**src/rtl/demux4_tdm_pkg.sv**
```systemverilog
// Shared types and constants for the 4-lane TDM demultiplexer.
package demux4_tdm_pkg;

  typedef logic [1:0] slot_t;

  localparam int unsigned LANE_NUM  = 4;
  localparam slot_t       SLOT_LAST = 2'd3;

endpackage

```
**src/rtl/demux4_tdm_slotcnt.sv**
```systemverilog
// 2-bit slot counter with synchronous start-of-frame realign; flags frame completion
// and start-of-frame arriving mid-frame.
module demux4_tdm_slotcnt
  import demux4_tdm_pkg::*;
(
  input  logic  clk_i,
  input  logic  rst_ni,
  input  logic  dv_i,
  input  logic  sof_i,
  output slot_t slot_o,
  output logic  done_o,
  output logic  misalign_o
);

  slot_t slot_q, slot_d;

  // A valid start-of-frame sample occupies lane 0, so the counter lands on lane 1.
  always_comb begin
    slot_d = slot_q;
    if (sof_i) begin
      slot_d = dv_i ? slot_t'(1) : slot_t'(0);
    end else if (dv_i) begin
      slot_d = slot_q + slot_t'(1);
    end
  end

  always_ff @(posedge clk_i or negedge rst_ni) begin
    if (!rst_ni) begin
      slot_q <= '0;
    end else begin
      slot_q <= slot_d;
    end
  end

  assign slot_o     = slot_q;
  assign done_o     = dv_i & ~sof_i & (slot_q == SLOT_LAST);
  assign misalign_o = sof_i & (slot_q != slot_t'(0));

endmodule

```
**src/rtl/demux4_tdm.sv**
```systemverilog
// 1:4 time-division demultiplexer: stages lanes 0..2, publishes a full frame with the
// lane-3 sample. Define DEMUX4_TDM_ERR_EN to add the ERR misaligned-SOF strobe.
module demux4_tdm
  import demux4_tdm_pkg::*;
#(
  parameter int unsigned WIDTH = 1
) (
  input  logic             CK,
  input  logic             RSTN,
  input  logic [WIDTH-1:0] D,
  input  logic             DV,
  input  logic             SOF,
  output logic [WIDTH-1:0] Z0,
  output logic [WIDTH-1:0] Z1,
  output logic [WIDTH-1:0] Z2,
  output logic [WIDTH-1:0] Z3,
  output logic             ZV,
`ifdef DEMUX4_TDM_ERR_EN
  output logic             ERR,
`endif
  output logic [1:0]       SLOT
);

  slot_t slot;
  slot_t lane;
  logic  done;
  logic  misalign;

  logic [WIDTH-1:0] stg_q [LANE_NUM-1];
  logic [WIDTH-1:0] stg_d [LANE_NUM-1];
  logic [WIDTH-1:0] z_q   [LANE_NUM];
  logic [WIDTH-1:0] z_d   [LANE_NUM];
  logic             zv_q, zv_d;

  demux4_tdm_slotcnt u_slotcnt (
    .clk_i      (CK),
    .rst_ni     (RSTN),
    .dv_i       (DV),
    .sof_i      (SOF),
    .slot_o     (slot),
    .done_o     (done),
    .misalign_o (misalign)
  );

  assign lane = SOF ? slot_t'(0) : slot;

  // Lane 3 is never staged: its sample goes straight to Z3 on the completing edge.
  always_comb begin
    stg_d = stg_q;
    z_d   = z_q;
    zv_d  = done;
    if (DV && (lane != SLOT_LAST)) begin
      stg_d[lane] = D;
    end
    if (done) begin
      for (int i = 0; i < int'(LANE_NUM) - 1; i++) begin
        z_d[i] = stg_q[i];
      end
      z_d[LANE_NUM-1] = D;
    end
  end

  always_ff @(posedge CK or negedge RSTN) begin
    if (!RSTN) begin
      for (int i = 0; i < int'(LANE_NUM) - 1; i++) begin
        stg_q[i] <= '0;
      end
      for (int i = 0; i < int'(LANE_NUM); i++) begin
        z_q[i] <= '0;
      end
      zv_q <= 1'b0;
    end else begin
      stg_q <= stg_d;
      z_q   <= z_d;
      zv_q  <= zv_d;
    end
  end

`ifdef DEMUX4_TDM_ERR_EN
  logic err_q;

  always_ff @(posedge CK or negedge RSTN) begin
    if (!RSTN) begin
      err_q <= 1'b0;
    end else begin
      err_q <= misalign;
    end
  end

  assign ERR = err_q;
`else
  logic unused_misalign;
  assign unused_misalign = misalign;
`endif

  assign Z0   = z_q[0];
  assign Z1   = z_q[1];
  assign Z2   = z_q[2];
  assign Z3   = z_q[3];
  assign ZV   = zv_q;
  assign SLOT = slot;

endmodule

```
**config.mk**
```make
export PLATFORM = sky130hd
export DESIGN_NAME = demux4_tdm
export DESIGN_NICKNAME = d
export VERILOG_FILES = /design/src/rtl/demux4_tdm_pkg.sv /design/src/rtl/demux4_tdm_slotcnt.sv /design/src/rtl/demux4_tdm.sv
export SDC_FILE = /design/constraint.sdc
export NUM_CORES = 1
export LEC_CHECK = 0
export CAP_MARGIN = 0
export CORE_AREA = 2 2 39 41
export DETAILED_ROUTE_END_ITERATION = 10
export DIE_AREA = 0 0 41 43
export GPL_ROUTABILITY_DRIVEN = 0
export HOLD_SLACK_MARGIN = 0.05
export MAX_ROUTING_LAYER = met4
export SYNTH_ARGS = -nofsm -noshare
export SYNTH_HDL_FRONTEND = slang
export SYNTH_SLANG_ARGS = --single-unit
```
**constraint.sdc**
```tcl
create_clock -name CK -period 1.52 [get_ports CK]
set_input_delay 0.228 -clock CK [delete_from_list [all_inputs] [get_ports CK]]
set_output_delay 0.228 -clock CK [all_outputs]
set_load 0.01 [all_outputs]
```
# After elaboration in Yosys (flattened, before gate mapping)
# Index checks and enable logic that the tools add are counted.
totals:
  ff_bits: 10
  out_inout_bits: 7
op_classes:
  bitwise: 4
  n_addsub: 1
  muxes: 7
  n_lt_le_gt_ge: 2
  reduce_logical: 3
  eq_ne: 2
ops:
  columns: ["cell", "n"]
  rows:
  - ["2-to-1 mux 2 bit", 3]
  - ["bitwise mux 3 bit", 1]
  - ["greater-or-equal comparator 3 bit, second input constant", 1]
  - ["< comparator 3 x 1 -> 1 bit, second input constant", 1]
  - ["inverter 2 -> 3 bit", 1]
  - ["adder 2 x 1 -> 2 bit, second input constant", 1]
  - ["bitwise AND 1 bit", 2]
  - ["demux 1 bit (select 2 bit)", 1]
  - ["== test 2 bit, second input constant", 1]
  - ["logical AND 1 bit", 2]
  - ["2-to-1 mux 1 bit", 2]
  - ["!= test 2 bit, second input constant", 1]
  - ["nonzero test 2 bit", 1]
  - ["inverter 1 bit", 1]

# Longest topological paths before layout
depth:
  depth_word: 7
  mapped_depth: 3
  mapped_depth_nobuf: 3

# Cells and area by module
# Synthesis repeated with hierarchy kept, for this count alone.
hier_totals:
  hier_cells: 33
  hier_area_um2: 462.9
by_module_without_submodules:
  columns: ["mod", "seq_area_each_um2", "area_each_um2", "cells_per_inst", "instances"]
  rows:
  - ["demux4_tdm", 200.2, 330.3, 20, 1]
  - ["demux4_tdm_slotcnt", 50.0, 132.6, 13, 1]

# Worst setup path after synthesis
# No wires, ideal clock.
synth_path:
  path_kind: "reg-to-reg"
  from: "register u_slotcnt.slot_q[0] (netlist: u_slotcnt.slot_o[0])"
  to: "register z_q (netlist bit Z0)"
  stages_incl_launch_ff: 4
  setup_slack_ns: 0.242
  path_buffers: 0
  arrival_ns: 1.154
  path_cell_list: "dfrtp_1 ha_1 nand3b_1 mux2_2"
synth_via:
  elab_chain_cells: 2
synth_rtl:
  columns: ["element", "line", "rtl"]
  rows:
  - ["start, declared", "demux4_tdm_slotcnt.sv:15", "slot_t slot_q, slot_d;"]
  - ["start signal, assigned", "demux4_tdm_slotcnt.sv:31", "slot_q <= slot_d;"]
  - ["== test 2 bit", "demux4_tdm_slotcnt.sv:36", "assign done_o = dv_i & ~sof_i & (slot_q == SLOT_LAST);"]
  - ["bitwise AND 1 bit", "demux4_tdm_slotcnt.sv:36", null]
  - ["end signal, assigned", "demux4_tdm.sv:74", "z_q <= z_d;"]
  - ["end, declared", "demux4_tdm.sv:31", "logic [WIDTH-1:0] z_q [LANE_NUM];"]
# Every way passes these cells.
# A chain may end at the register's enable or synchronous reset.

# Worst setup path in the final report
layout_path:
  from: "register u_slotcnt.slot_q[1] (netlist: u_slotcnt.slot_o[1])"
  to: "output port SLOT[1]"
layout_lines:
  columns: ["element", "line", "rtl"]
  rows:
  - ["end, declared", "demux4_tdm.sv:21", "output logic [1:0] SLOT"]
# No word-level cell between the ends.

==> metrics.txt <==
Worst R2R Path Depth=4; initial antenna violation count=0; TritonCTS clock tree=done; CP startpoint kind=register; Seq cells post-synth=10; reg-to-reg endpoint=Z3$_DFFE_PN0P_; clock latency on the worst-skew pair=0.26 ns; post-synth top area share=56.34%; Cell Area, Placed=578.1 um2; M1 GR Usage=15.67%; launch point of the worst path=u_slotcnt.slot_o[1]$_DFFE_PN0P_; CP peak stage delay=0.55 ns; Die Wd=41 um; XOR/XNOR share of the synthesized area=1.972%; RSZ-0062 raised after global routing=false; ant diodes=0; Max VDD drop=0.0005855 V; Post-Layout Inst Area=623.1 um2; DRC=0; CP endpoint kind=primary output; grt total ovfl=0; Post-Syn Nets=36; PwrDens=1433 nW/um2; outcome=finished clean; maximum root-to-sink buffer count=2; clk slew on worst S/H paths=0.07 ns; Pins Over Slew Limit=0; Req. time, crit path=1.29 ns; Top delay family on crit path=buffers and inverters; mux cell area share after synthesis=18.31%; Yosys Warn Count=0; critical path type=register to primary output; Synth Area in Adders=2.817%; slew margin rel.=69.47%; crit path cell chain=clkdlybuf4s50_1; Global Route Usage Sum=10.41%; post-DR wirelength/cell=11.89 um; R2R Setup Slk=0.11 ns; vias in the first global route=258; ANT nets after route=0; Layout area overhead=40.28%; Core Box Area=1384 um2; final core utilization=45.03%; synth cell count leaders=dfrtp_1, mux2_2, and4bb_2; GR Util met3=3.141%; Final HPWL DP=560.8 um; CP Buf/Inv Count=1; CTS buffer count=3; main combinational cell family by area after synthesis=multiplexers; port bufs=11; largest net degree at the start of global routing=11; clk sinks=10; vias=292; Yosys cell types=16; total wire length=749 um; number of synthesized flops with an enable pin=0; clock period minus worst slack=1.443 ns; Post-Syn Area=444.2 um2; setup violators final=0; WHS=0.2843 ns; top post-synthesis cells by area=dfrtp_1, mux2_2, and4bb_2, mux2_4, ha_1; Final Hold Fails=0; worst setup path end=SLOT[1]; Vias/cell=4.635; DR iter-0 viols=4; largest area contributor in the netlist=dfrtp_1; Syn Area/Cell=14.81 um2; Starting Density=32.10%; critical path peak fanout=7; Cell Rows=14; Fin Setup TNS=0 ns; part of the Yosys area used for sequential elements=56.34%; Top Usage Layer GRT=met1; die height=43 um; Least-Margin Pin Slew=0.4566 ns; drt pass-1 iters=2; I/O pin total=12; H-tree Lvls=1; cell count after synthesis=30; Fillers=128; critical path depth in cells=1; P_leak=0.2842 nW; FFs w/ async S/R, synth=100.0%; Tot Pwr=0.0008931 W; clk_skew=0.001221 ns; compound-gate portion of the synthesized area=5.634%; Final Cycle Share=94.93%; Critical-path top delay cell=clkdlybuf4s50_1; met2 Usage GRT=12.81%; Fmax=693.0 MHz; Min-Delay Path Class=input pin to async pin; CP Data Arrival Time=1.21 ns; most numerous cell in the Yosys netlist=dfrtp_1; post-layout net count=54; DIE AREA=1763 um2; first-pass GRT wire length=1.186 mm; max_cap viols=0; worst r2r src=u_slotcnt.slot_o[0]$_DFFE_PN0P_; Post-Synth Simple-Gate Area=11.55%; root buf cell=clkbuf_4; ys flop type=dfrtp_1; proportion of layout cells with a drive suffix above 1=34.04%
[cells by family after synthesis]
logic type | after synthesis
buffers and inverters | 2
adders and majority gates | 1
xor gates and xnor gates | 1
DFF | 10
muxes | 7
and+or+nand+nor | 6
AOI/OAI and AO/OA | 3
[how the worst min path moves through the flow]
| stage | slack [ns] | end | cells past startpoint |
|---|---|---|---|
| finish | 0.28 | Z0$_DFFE_PN0P_ | 1 |
| global route | 0.32 | Z0$_DFFE_PN0P_ | 1 |
| CTS | 0.30 | stg_q[0]$_DFFE_PN0P_ | 1 |
| detailed placement | 0.49 | Z0$_DFFE_PN0P_ | 1 |
| global placement | 0.49 | Z1$_DFFE_PN0P_ | 1 |
| floorplan | -0.07 | Z0$_DFFE_PN0P_ | 0 |
[metal layers]
layer  wire length [um]  vias up
li1                   -      144
met3                 39        0
met1                350      142
met2                359        6
met4                  0        0
met5                  0        -
[layout make-up]
type	count	area (um2)	area share [%]
tap	16	20.02	3.213
timing repair buffer	14	132.6	21.29
sequential	10	251.5	40.36
inverter	1	3.754	0.6024
multi-input combinational	18	178.9	28.71
clock buffer	4	36.28	5.823
[where the power goes]
group | switching, W | total (W) | leakage [nW] | internal [W]
sequential | 0.0000405 | 0.000386 | 0.126 | 0.000345
clock | 0.0000894 | 0.000235 | 0.0210 | 0.000145
combinational | 0.0000915 | 0.000273 | 0.137 | 0.000181
[cells in the final DEF, fill, tap and decap left out, drive strengths merged, types with 2 or more instances in the layout]
cell           count
clkdlybuf4s50     11
dfrtp             10
mux2               6
clkbuf             4
buf                3
and4bb             2
[per-stage QoR]
step,worst slack [ns],instances
3_3_place_gp,-0.02320,58
2_1_floorplan,0.2417,30
3_5_place_dp,-0.05045,58
6_report,0.07708,63
4_1_cts,0.02436,63
5_1_grt,0.004159,63
[sequential cells by signal, indices dropped and copies added, names as in the netlist]
register          count
stg_q                 3
ZV                    1
Z3                    1
u_slotcnt.slot_o      2
Z0                    1
Z2                    1
Z1                    1
[timing repair]
| action | 4_1_cts | 5_1_grt |
|---|---|---|
| hold buffers | 0 | 0 |
| hold endpoints to repair | 0 | 0 |
| resized for setup | 0 | 1 |
| setup endpoints to repair | 1 | 1 |
| setup buffers | 1 | 0 |
| gates cloned | 0 | 0 |
(Power assumes the default switching activity.)
